==> src/rtl/pipeline_pkg.sv <==
// Shared pipeline definitions: register-file geometry and hazard classification.
// hazard_cause_e is a debug view of why ID is being held.
package pipeline_pkg;

    localparam int REG_ADDR_W = 5;
    localparam int NUM_REGS   = 32;

    typedef logic [REG_ADDR_W-1:0] reg_addr_t;

    typedef enum logic [1:0] {
        HZ_NONE,
        HZ_RAW,
        HZ_WAW,
        HZ_CAP
    } hazard_cause_e;

endpackage

==> src/rtl/sat_counter.sv <==
// Up-counter that sticks at all-ones instead of wrapping.
// A synchronous clear is available alongside the asynchronous reset.
module sat_counter #(
    parameter int W = 32
) (
    input  logic         clk,
    input  logic         rst_n,
    input  logic         inc,
    input  logic         clr,
    output logic [W-1:0] count
);

    always_ff @(posedge clk or negedge rst_n) begin
        if (!rst_n) begin
            count <= '0;
        end else if (clr) begin
            count <= '0;
        end else if (inc && (count != '1)) begin
            count <= count + W'(1);
        end
    end

endmodule

==> src/rtl/hazard_scoreboard.sv <==
// Tracks destination registers of in-flight long-latency writes and holds ID
// on RAW, WAW or scoreboard-full hazards that forwarding cannot cover.
module hazard_scoreboard
    import pipeline_pkg::*;
#(
    parameter int MAX_PENDING = 4,
    parameter int CNT_W       = 32
) (
    input  logic                             clk,
    input  logic                             rst_n,
    input  logic                             id_valid,
    input  logic [REG_ADDR_W-1:0]            id_rs1_addr,
    input  logic [REG_ADDR_W-1:0]            id_rs2_addr,
    input  logic                             id_uses_rs1,
    input  logic                             id_uses_rs2,
    input  logic [REG_ADDR_W-1:0]            id_rd_addr,
    input  logic                             id_reg_write,
    input  logic                             id_long_lat,
    input  logic                             id_flush,
    input  logic                             wb_valid,
    input  logic [REG_ADDR_W-1:0]            wb_rd_addr,
    output logic                             stall,
    output logic [NUM_REGS-1:0]              pending,
    output logic [$clog2(MAX_PENDING+1)-1:0] pending_cnt,
    output logic [CNT_W-1:0]                 stall_cycles,
    output logic                             err_spurious
);

    localparam int CW = $clog2(MAX_PENDING + 1);

    logic [NUM_REGS-1:0] pending_q;
    logic [CW-1:0]       cnt_q;
    logic                err_q;
    hazard_cause_e       cause;
    logic                raw_hz;
    logic                waw_hz;
    logic                cap_hz;
    logic                issue;
    logic                set_en;
    logic                clr_en;

    // pending_q[0] is never set because set_en excludes rd==0.
    assign raw_hz = (id_uses_rs1 && pending_q[id_rs1_addr]) ||
                    (id_uses_rs2 && pending_q[id_rs2_addr]);
    assign waw_hz = id_reg_write && pending_q[id_rd_addr];
    assign cap_hz = id_long_lat && id_reg_write && (id_rd_addr != '0) &&
                    (cnt_q == CW'(MAX_PENDING));

    always_comb begin
        cause = HZ_NONE;
        if (id_valid && !id_flush) begin
            if (raw_hz) begin
                cause = HZ_RAW;
            end else if (waw_hz) begin
                cause = HZ_WAW;
            end else if (cap_hz) begin
                cause = HZ_CAP;
            end
        end
    end

    assign stall  = (cause != HZ_NONE);
    assign issue  = id_valid && !id_flush && !stall;
    assign set_en = issue && id_long_lat && id_reg_write && (id_rd_addr != '0);
    assign clr_en = wb_valid && (wb_rd_addr != '0) && pending_q[wb_rd_addr];

    // Set is applied after clear so a forced same-register collision keeps the bit.
    always_ff @(posedge clk or negedge rst_n) begin
        if (!rst_n) begin
            pending_q <= '0;
            cnt_q     <= '0;
            err_q     <= 1'b0;
        end else begin
            if (clr_en) begin
                pending_q[wb_rd_addr] <= 1'b0;
            end
            if (set_en) begin
                pending_q[id_rd_addr] <= 1'b1;
            end
            if (set_en && !clr_en) begin
                cnt_q <= cnt_q + CW'(1);
            end else if (clr_en && !set_en) begin
                cnt_q <= cnt_q - CW'(1);
            end
            if (wb_valid && !clr_en) begin
                err_q <= 1'b1;
            end
        end
    end

    assign pending      = pending_q;
    assign pending_cnt  = cnt_q;
    assign err_spurious = err_q;

    sat_counter #(
        .W (CNT_W)
    ) u_stall_counter (
        .clk   (clk),
        .rst_n (rst_n),
        .inc   (stall),
        .clr   (1'b0),
        .count (stall_cycles)
    );

endmodule

==> config.mk <==
export PLATFORM = sky130hd
export DESIGN_NAME = hazard_scoreboard
export DESIGN_NICKNAME = d
export VERILOG_FILES = /design/src/rtl/pipeline_pkg.sv /design/src/rtl/sat_counter.sv /design/src/rtl/hazard_scoreboard.sv
export SDC_FILE = /design/constraint.sdc
export NUM_CORES = 1
export LEC_CHECK = 0
export ABC_AREA = 1
export BUFFER_PORTS_ARGS = -buffer_cell sky130_fd_sc_hd__buf_4
export CORE_ASPECT_RATIO = 0.9
export CORE_MARGIN = 1.5
export CORE_UTILIZATION = 55
export DETAILED_ROUTE_END_ITERATION = 6
export GPL_TIMING_DRIVEN = 0
export PLACE_DENSITY_LB_ADDON = 0.05
export SETUP_SLACK_MARGIN = 0.2
export SYNTH_ARGS = -nofsm -noshare
export SYNTH_HDL_FRONTEND = slang
export SYNTH_SLANG_ARGS = --single-unit
==> constraint.sdc <==
create_clock -name clk -period 3.6 [get_ports clk]
set_input_delay 0.18 -clock clk [delete_from_list [all_inputs] [get_ports clk]]
set_output_delay 0.18 -clock clk [all_outputs]
set_load 0.1 [all_outputs]
==> flow_summary.json, run 1 <==
{
  "status": "completed",
  "leakagePower_nw": 3.27,
  "seq_power_share": 0.341,
  "p_per_area_mw_per_mm2": 434,
  "wl_per_cell_um": 17.1,
  "num_rows": 33,
  "cts.sinks": 68,
  "ys_warn_count": 0,
  "reg2reg_to": "pending_cnt[2]$_DFFE_PN0P_",
  "arrival_ns": 3.20,
  "multi_input_area_mm2": 0.00321,
  "regArea_mm2": 0.00170,
  "synthToLayoutAreaGrowth_pct": 21.1,
  "synth.yosys.seq_area_share": 0.321,
  "clk_latency_ns": 0.36,
  "regToRegSetupSlack_ns": 0.64,
  "max-cap-violations": 0,
  "setup_violations": 0,
  "fin_tns_setup_ns": 0,
  "grt_use_total": 0.365,
  "drtPass1Iterations": 6,
  "rsz0062_at_grt": "no",
  "drt-total-wl_um": 18300,
  "endpoint": "pending_cnt[2]$_DFFE_PN0P_",
  "synth_area_mm2": 0.00530,
  "worst_slew_pin_slew_ns": 0.910,
  "cts_tree": "yes",
  "hold_path.class": "primary input to register",
  "clkSlewWorstSetupHoldPaths_ns": 0.09,
  "critPathRequiredTime_ns": 3.85,
  "core_mm2": 0.00925,
  "peakVddDrop_mv": 0.616,
  "ant_nets": 0,
  "synth_seq_cells": 68,
  "fin_util": 0.694,
  "p_clk_frac": 0.297,
  "r2r_cells": 18,
  "slew_viol_final": 0,
  "crit_path_start": "pending[29]$_DFF_PN0_",
  "fmax_mhz": 338,
  "synthesis.nets": 868,
  "die_area_mm2": 0.0102,
  "htree_levels": 3,
  "intPower_mw": 1.55,
  "drive_gt1_frac": 0.173,
  "grt_overflow_total": 0,
  "ys_types": 29,
  "num-fill-cells": 834,
  "viasPerCell": 5.88,
  "drc": 0,
  "syn_inst": 836,
  "diodes": 0,
  "place.gp.congestion": 1.05,
  "initial_core_util": 0.573,
  "grt_max_degree": 69,
  "post-route-period-util": 0.822,
  "clockBufferDepth": 2,
  "initialDrtViolationCount": 623,
  "p_sw_frac": 0.442,
  "cts_root_buffer": "clkbuf_8",
  "ctsResizeCount": 0,
  "synth_area_per_cell_um2": 6.34,
  "grt_pass1_wl_um": 28700,
  "final_hold_viol_count": 0,
  "timing.final.crit_period_ns": 2.96,
  "criticalPathCategory": "register to register",
  "portBuffers": 93,
  "via_count": 6275,
  "fin_nets": 973,
  "p_sw_mw": 1.23,
  "die_h_um": 96.1,
  "dp_hpwl_um": 13400,
  "combPwrFrac": 0.362,
  "pin_count": 98,
  "critPathMaxFanout": 10,
  "numCtsBuffers": 9,
  "fin_skew_ns": 0.0164,
  "end_kind": "register",
  "r2r-start": "pending[29]$_DFF_PN0_",
  "crit_path_start_kind": "register",
  "fp.dieW_um": 106,
  "grt_pass1_vias": 5633,
  "antenna_found_initial": 0,
  "slew_headroom": 0.393
}
Yosys cell counts:
master    count  area share
nor3_1       27       0.025
nor3_2        2      0.0038
inv_1        36       0.025
dfrtp_1      68        0.32
nand2_2       2      0.0024
inv_2        12      0.0085
fa_1          1      0.0038
o21ai_0       4      0.0038
xor2_1       22       0.036
nor2_4        1      0.0021
mux2_2        1      0.0021
o21ai_1      28       0.026
nand3_1      96       0.091
nand2_1     348        0.25
clkbuf_1      7      0.0050
ha_1          2      0.0047
nand4_1      39       0.046
nor2_2        5      0.0059
buf_6         3      0.0064
a22oi_1      16       0.023
a21oi_1       1     0.00094
buf_2        23       0.022
nor2_1       65       0.046
nor4_1        8      0.0094
nand3b_1      2      0.0028
buf_4         4      0.0057
xnor2_1      10       0.017
a21o_1        1      0.0014
nand3_4       2      0.0066
cell families (layout without fill, tap and decap cells):
group                      Yosys count  count (layout)  share of synthesized area
AOI/OAI and AO/OA                   50              50                     0.0552
and+or+nand+nor                    597             597                      0.488
xor gates and xnor gates            32              32                     0.0529
muxes                                1               1                    0.00212
buffers and inverters               85             195                     0.0727
DFF                                 68              68                      0.321
adders and majority gates            3               3                    0.00850
layer usage:
metal  GRT usage  share of wire  vias to the layer above
li1            -              -                     2956
met1       0.537           0.44                     2870
met2       0.511           0.40                      401
met3      0.0995           0.13                       48
met4       0.126          0.023                        0
met5           0              0                        -
critical path: stages, from the launching register on:
cell and delay (ns):
dfrtp_1 0.53, nand2_1 0.11, nand2_1 0.05, nand2_1 0.05, nand2_1 0.05, nand2_1 0.06, nand2_1 0.05, nor2_1 0.08
nand3_1 0.08, nand2_1 0.16, nand3_4 0.19, buf_2 0.25, nor3_1 0.18, ha_1 0.17, inv_1 0.06, fa_1 0.38
a21oi_1 0.14, o21ai_0 0.11, xor2_1 0.15
final cells by class:
cell class	instances	area share
inverter	48	0.0281
buffer	37	0.0320
tap	122	0.0238
timing repair buffer	94	0.110
sequential	68	0.265
clock inverter	5	0.0168
multi-input combinational	683	0.501
clock buffer	11	0.0236
power by group through the flow:
| stage | logic, mW | registers (mW) | clock network (mW) |
|---|---|---|---|
| global placement | 0.976 | 0.951 | 0 |
| detailed placement | 0.997 | 0.952 | 0 |
| global route | 1.07 | 0.954 | 0.861 |
| CTS | 1.00 | 0.940 | 0.836 |
| floorplan | 0.309 | 1.36 | 0 |
| finish | 1.01 | 0.949 | 0.828 |
state kept, by name (all words and copies together), names as in the netlist:
signal                 flops
err_spurious               1
pending                   32
pending_cnt                3
u_stall_counter.count     32
worst min-delay path by stage:
stage / from / endpoint / slack, ns / depth (start not counted)
3_3_place_gp: rst_n / pending[0]$_DFF_PN0_ / 0.35 / 1
5_1_grt: wb_valid / err_spurious$_DFFE_PN0P_ / 0.09 / 2
3_5_place_dp: rst_n / pending[0]$_DFF_PN0_ / 0.36 / 1
6_report: wb_valid / err_spurious$_DFFE_PN0P_ / 0.09 / 2
2_1_floorplan: rst_n / err_spurious$_DFFE_PN0P_ / -0.12 / 0
4_1_cts: wb_valid / err_spurious$_DFFE_PN0P_ / 0.07 / 2
placed cells by master, fill, tap and decap left out, drive strengths merged:
master / instances
nand2: 350
buf: 123
nand3: 98
nor2: 71
dfrtp: 68
inv: 48
nand4: 39
o21ai: 32
nor3: 29
xor2: 22
clkbuf: 18
a22oi: 16
xnor2: 10
nor4: 8
bufinv: 3
nand3b: 2
ha: 2
clkinv: 2
a21oi: 1
a21o: 1
mux2: 1
fa: 1
dlygate4sd3: 1
timing repair:
| action | in CTS | in global routing |
|---|---|---|
| hold buffers | 1 | 0 |
| hold endpoints to repair | 62 | 0 |
| buffers inserted | 0 | 0 |
| endpoints found under the setup margin | 0 | 0 |
stage by stage:
step                      power, mW  hold WS, ns  area [µm²]  setup slack (ns)  std cells
after floorplan                1.67       -0.116        5300             0.561        836
final                          2.79       0.0874        6420             0.641       1068
after detailed placement       1.95        0.361        6150             0.568       1051
after global routing           2.88       0.0919        6420             0.325       1068
after CTS                      2.78       0.0726        6420             0.677       1068
after global placement         1.93        0.346        6150             0.590       1051
No activity file was read; power rests on OpenSTA's default activity.
==> run 2, diff against run 1 <==
--- a/config.mk
+++ b/config.mk
@@ -9,7 +9,7 @@
 export BUFFER_PORTS_ARGS = -buffer_cell sky130_fd_sc_hd__buf_4
 export CORE_ASPECT_RATIO = 0.9
 export CORE_MARGIN = 1.5
-export CORE_UTILIZATION = 55
+export CORE_UTILIZATION = 51
 export DETAILED_ROUTE_END_ITERATION = 6
 export GPL_TIMING_DRIVEN = 0
 export PLACE_DENSITY_LB_ADDON = 0.05
==> constraint.sdc (replaced) <==
create_clock -name clk -period 2.5 [get_ports clk]
set_input_delay 0.125 -clock clk [delete_from_list [all_inputs] [get_ports clk]]
set_output_delay 0.125 -clock clk [all_outputs]
set_load 0.1 [all_outputs]
==> flow_summary.json, run 2 (synthesis gave the netlist of run 1 again) <==
{
  "post-route-period-util": 1.09,
  "max-cap-violations": 0,
  "grt_max_degree": 69,
  "grt_use_total": 0.359,
  "slew_viol_final": 0,
  "p_clk_frac": 0.291,
  "end_kind": "register",
  "diodes": 0,
  "clkSlewWorstSetupHoldPaths_ns": 0.06,
  "timing.final.crit_period_ns": 2.73,
  "drtPass1Iterations": 5,
  "hold_path.class": "primary input to register",
  "intPower_mw": 2.36,
  "viasPerCell": 5.84,
  "wl_per_cell_um": 18.2,
  "synthToLayoutAreaGrowth_pct": 29.8,
  "drc": 0,
  "seq_power_share": 0.326,
  "die_area_mm2": 0.0110,
  "criticalPathCategory": "register to register",
  "leakagePower_nw": 3.40,
  "crit_path_top_delay_cell": "dfrtp_4",
  "initialDrtViolationCount": 646,
  "worst_slew_pin_slew_ns": 0.923,
  "fin_util": 0.677,
  "fp.dieW_um": 110,
  "slew_headroom": 0.383,
  "crit_chain": "buf_4, a22oi_1, nand2_1, nand2_1, nand2_1, nor2_1, nand2_1, nand3_2, buf_6, ha_2, inv_2, fa_2, a21oi_2, o21ai_1, xor2_1",
  "critPathMaxFanout": 10,
  "fin_nets": 999,
  "status": "finished, violations left",
  "arrival_ns": 2.92,
  "critPathRequiredTime_ns": 2.69,
  "peakVddDrop_mv": 0.893,
  "cts_root_buffer": "clkbuf_16",
  "portBuffers": 93,
  "mostFrequentLayoutCell": "nand2_1",
  "dp_hpwl_um": 14300,
  "fmax_mhz": 367,
  "final_hold_viol_count": 0,
  "drt-total-wl_um": 20100,
  "mostFrequentLayoutCells": "nand2_1, buf_4, nand3_1",
  "drive_gt1_frac": 0.253,
  "p_sw_frac": 0.447,
  "grt_pass1_vias": 5823,
  "antenna_found_initial": 0,
  "clockBufferDepth": 2,
  "clk_latency_ns": 0.34,
  "ant_nets": 0,
  "grt_overflow_total": 0,
  "initial_core_util": 0.522,
  "grt_pass1_wl_um": 31000,
  "fin_skew_ns": 0.0100,
  "critical-path-max-stage-delay_ns": 0.53,
  "total_power_mw": 4.27,
  "combPwrFrac": 0.383,
  "setup_violations": 2,
  "via_count": 6429,
  "dp_slack_ns": -0.426,
  "pin_count": 98,
  "rsz0062_at_grt": "yes",
  "crit_path_start_kind": "register",
  "core_mm2": 0.0102,
  "numCtsBuffers": 9,
  "cts.sinks": 68,
  "num_rows": 35,
  "cts_tree": "yes",
  "failed_checks": "setup timing",
  "p_sw_mw": 1.91,
  "place.gp.congestion": 0.997,
  "htree_levels": 3,
  "cpMostUsedCell": "nand2_1",
  "p_per_area_mw_per_mm2": 620,
  "final.setup.worst_slack_ns": -0.226,
  "fin_tns_setup_ns": -0.364,
  "die_h_um": 99.7
}
==> run 2: per-stage QoR <==
step                      hold WS (ns)  instances  cell area [µm²]
after detailed placement         0.314       1058             6290
after global routing            0.0568       1101             6880
after global placement           0.298       1058             6290
after floorplan                 -0.171        836             5430
after CTS                       0.0496       1082             6690
final                           0.0670       1101             6880
==> run 2: area by class of cell <==
cell class	count	area (µm²)
Tap cell	129	161
Sequential cell	68	1800
Multi-Input combinational cell	683	3300
Clock inverter	6	46.3
Clock buffer	10	239
Inverter	48	183
Timing Repair Buffer	120	923
Fill cell	911	3280
Buffer	37	226
==> run 2: final timing paths <==
| path | start | end | slack, ns | depth (start not counted) |
|---|---|---|---|---|
| max | pending[28]$_DFF_PN0_ | pending_cnt[2]$_DFFE_PN0P_ | -0.23 | 15 |
| min | wb_valid | err_spurious$_DFFE_PN0P_ | 0.07 | 2 |
| max reg2reg | pending[28]$_DFF_PN0_ | pending_cnt[2]$_DFFE_PN0P_ | -0.23 | 15 |
| min reg2reg | err_spurious$_DFFE_PN0P_ | err_spurious$_DFFE_PN0P_ | 0.48 | 1 |
| max in group asynchronous | rst_n | pending[13]$_DFF_PN0_ | 1.33 | 2 |
| min in group asynchronous | rst_n | pending[15]$_DFF_PN0_ | 0.47 | 2 |
==> run 2: routing by layer <==
layer / vias up / GRT usage / routed length, µm
li1: 3010 / - / -
met5: - / 0 / 0
met2: 418 / 0.502 / 8370
met4: 0 / 0.111 / 409
met3: 44 / 0.112 / 2490
met1: 2957 / 0.526 / 8820
==> run 2: worst max-delay path: cells and delay by family (launching register included) <==
kind                       cells  cell delay, ns
AOI/OAI and AO/OA              3            0.40
xor gates and xnor gates       1            0.17
adders and majority gates      2            0.53
buffers and inverters          3            0.39
DFF                            1            0.53
and+or+nand+nor                6            0.55
==> run 2: repair_timing <==
item                                    4_1_cts  5_1_grt
hold endpoints to repair                     68        0
endpoints found under the setup margin       28       35
buffers inserted                              7       19
resized for setup                            15       14
hold buffers                                  1        0
pin swaps                                     6        8
==> run 2: power by group through the flow <==
| stage | Combinational [mW] | Sequential (mW) | Clock (mW) |
|---|---|---|---|
| 2_1_floorplan | 0.457 | 2.00 | 0 |
| 3_3_place_gp | 1.43 | 1.41 | 0 |
| 3_5_place_dp | 1.46 | 1.41 | 0 |
| 4_1_cts | 1.50 | 1.39 | 1.26 |
| 5_1_grt | 1.72 | 1.40 | 1.30 |
| 6_report | 1.63 | 1.39 | 1.24 |
==> run 3, diff against run 2 <==
--- a/config.mk
+++ b/config.mk
@@ -14,6 +14,7 @@
 export GPL_TIMING_DRIVEN = 0
 export PLACE_DENSITY_LB_ADDON = 0.05
 export SETUP_SLACK_MARGIN = 0.2
+export SKIP_CTS_REPAIR_TIMING = 1
 export SYNTH_ARGS = -nofsm -noshare
 export SYNTH_HDL_FRONTEND = slang
 export SYNTH_SLANG_ARGS = --single-unit
==> constraint.sdc (replaced) <==
create_clock -name clk -period 2.5 [get_ports clk]
set_input_delay 0 -clock clk [delete_from_list [all_inputs] [get_ports clk]]
set_output_delay 0 -clock clk [all_outputs]
set_load 0.1 [all_outputs]
==> flow_summary.json, run 3 (synthesis gave the netlist of run 1 again) <==
{
  "fin_skew_ns": 0.0105,
  "critical-path-max-stage-delay_ns": 0.53,
  "drc": 0,
  "clockBufferDepth": 2,
  "crit_chain": "buf_4, a22oi_1, nand2_1, nand2_1, nand2_1, nor2_1, nand2_1, nand3_2, buf_6, ha_2, inv_2, fa_2, a21oi_2, o21ai_1, xor2_1",
  "synthToLayoutAreaGrowth_pct": 28.2,
  "met2_usage": 0.488,
  "mostFrequentLayoutCell": "nand2_1",
  "critPathRequiredTime_ns": 2.71,
  "crit_path_top_delay_cell": "dfrtp_4",
  "post-route-period-util": 1.08,
  "portBuffers": 93,
  "dp_hpwl_um": 14300,
  "cts.sinks": 68,
  "busiest_layer": "met1",
  "fin_area_mm2": 0.00680,
  "peakVddDrop_mv": 0.875,
  "timing.final.crit_period_ns": 2.70,
  "end_kind": "register",
  "initialDrtViolationCount": 662,
  "diodes": 0,
  "final_hold_viol_count": 0,
  "slew_viol_final": 0,
  "place.gp.congestion": 0.997,
  "finalNonFillerCells": 1093,
  "critPathMaxFanout": 10,
  "pin_count": 98,
  "wl_per_cell_um": 18.2,
  "grt_pass1_vias": 5723,
  "met3_usage": 0.118,
  "crit_path_start_kind": "register",
  "drt-total-wl_um": 19900,
  "clk_latency_ns": 0.33,
  "status": "finished, violations left",
  "num-fill-cells": 917,
  "fp.dieW_um": 110,
  "max-cap-violations": 0,
  "p_per_area_mw_per_mm2": 621,
  "leakagePower_nw": 3.35,
  "path_delay_family": "simple AND/OR/NAND/NOR gates",
  "dp_slack_ns": -0.301,
  "viasPerCell": 5.86,
  "cts_root_buffer": "clkbuf_16",
  "htree_levels": 3,
  "ant_nets": 0,
  "initial_core_util": 0.522,
  "drtPass1Iterations": 5,
  "final.setup.worst_slack_ns": -0.201,
  "dp.cells": 1058,
  "criticalPathCategory": "register to register",
  "postPlaceCellArea_mm2": 0.00629,
  "die_h_um": 99.7,
  "grt_max_degree": 69,
  "num_rows": 35,
  "worst_slew_pin_slew_ns": 0.921,
  "die_area_mm2": 0.0110,
  "rsz0062_at_grt": "yes",
  "cp_num_buf_inv": 3,
  "drive_gt1_frac": 0.241,
  "arrival_ns": 2.91,
  "fin_util": 0.669,
  "core_mm2": 0.0102,
  "grt_use_total": 0.354,
  "slew_headroom": 0.386,
  "hold_path.class": "primary input to register",
  "antenna_found_initial": 0,
  "fin_nets": 991,
  "clkSlewWorstSetupHoldPaths_ns": 0.06,
  "grt_use_met1": 0.524,
  "mostFrequentLayoutCells": "nand2_1, buf_4, nand3_1",
  "failed_checks": "setup timing",
  "grt_pass1_wl_um": 30600,
  "cts_tree": "yes",
  "setup_violations": 2,
  "cpMostUsedCell": "nand2_1",
  "via_count": 6401,
  "regToRegSetupSlack_ns": -0.20,
  "fmax_mhz": 370,
  "grt_overflow_total": 0,
  "numCtsBuffers": 9
}
## run 3: layer usage
metal	up-vias	wire length [µm]
met5	-	0
met4	0	408
met3	48	2640
met2	424	8230
met1	2940	8640
li1	2989	-
## run 3: cell type report
class                   count  area [µm²]  share of cell area
plain buffers              37         226              0.0333
clock buffers              10         239              0.0352
clock inverters             6        46.3             0.00681
inverters                  48         180              0.0265
multi-input cells         683        3280               0.483
flip-flops and latches     68        1800               0.265
well taps                 129         161              0.0237
repair buffers            112         858               0.126
## run 3: worst min-delay path: cells and delay by family
family	cells	cell delay, ns
simple gates	3	0.22
compound gates	1	0.06
buf+inv	1	0.10
## run 3: report_power, final
group          total [mW]  internal (mW)  switching, mW  leakage, nW
logic                1.59          0.407           1.18         2.35
registers            1.39           1.22          0.173        0.861
clock network        1.24          0.708          0.530        0.136
## run 3: worst paths after layout
path	start	endpoint	cells past startpoint
setup / recovery	pending[28]$_DFF_PN0_	pending_cnt[2]$_DFFE_PN0P_	15
hold / removal	wb_rd_addr[3]	pending[3]$_DFF_PN0_	5
max in group asynchronous	rst_n	pending[13]$_DFF_PN0_	2
min in group asynchronous	rst_n	pending[12]$_DFF_PN0_	2
hold reg to reg	err_spurious$_DFFE_PN0P_	err_spurious$_DFFE_PN0P_	1
setup reg to reg	pending[28]$_DFF_PN0_	pending_cnt[2]$_DFFE_PN0P_	15
## run 3: stage by stage
stage                     setup TNS [ns]  hold WS, ns  power, mW
after floorplan                   -0.142       -0.296       2.46
after global placement            -0.537        0.173       2.85
after detailed placement          -0.592        0.189       2.88
after CTS                         -0.593       -0.172       4.12
after global routing              -0.552        0.118       4.38
final                             -0.359       0.0999       4.22
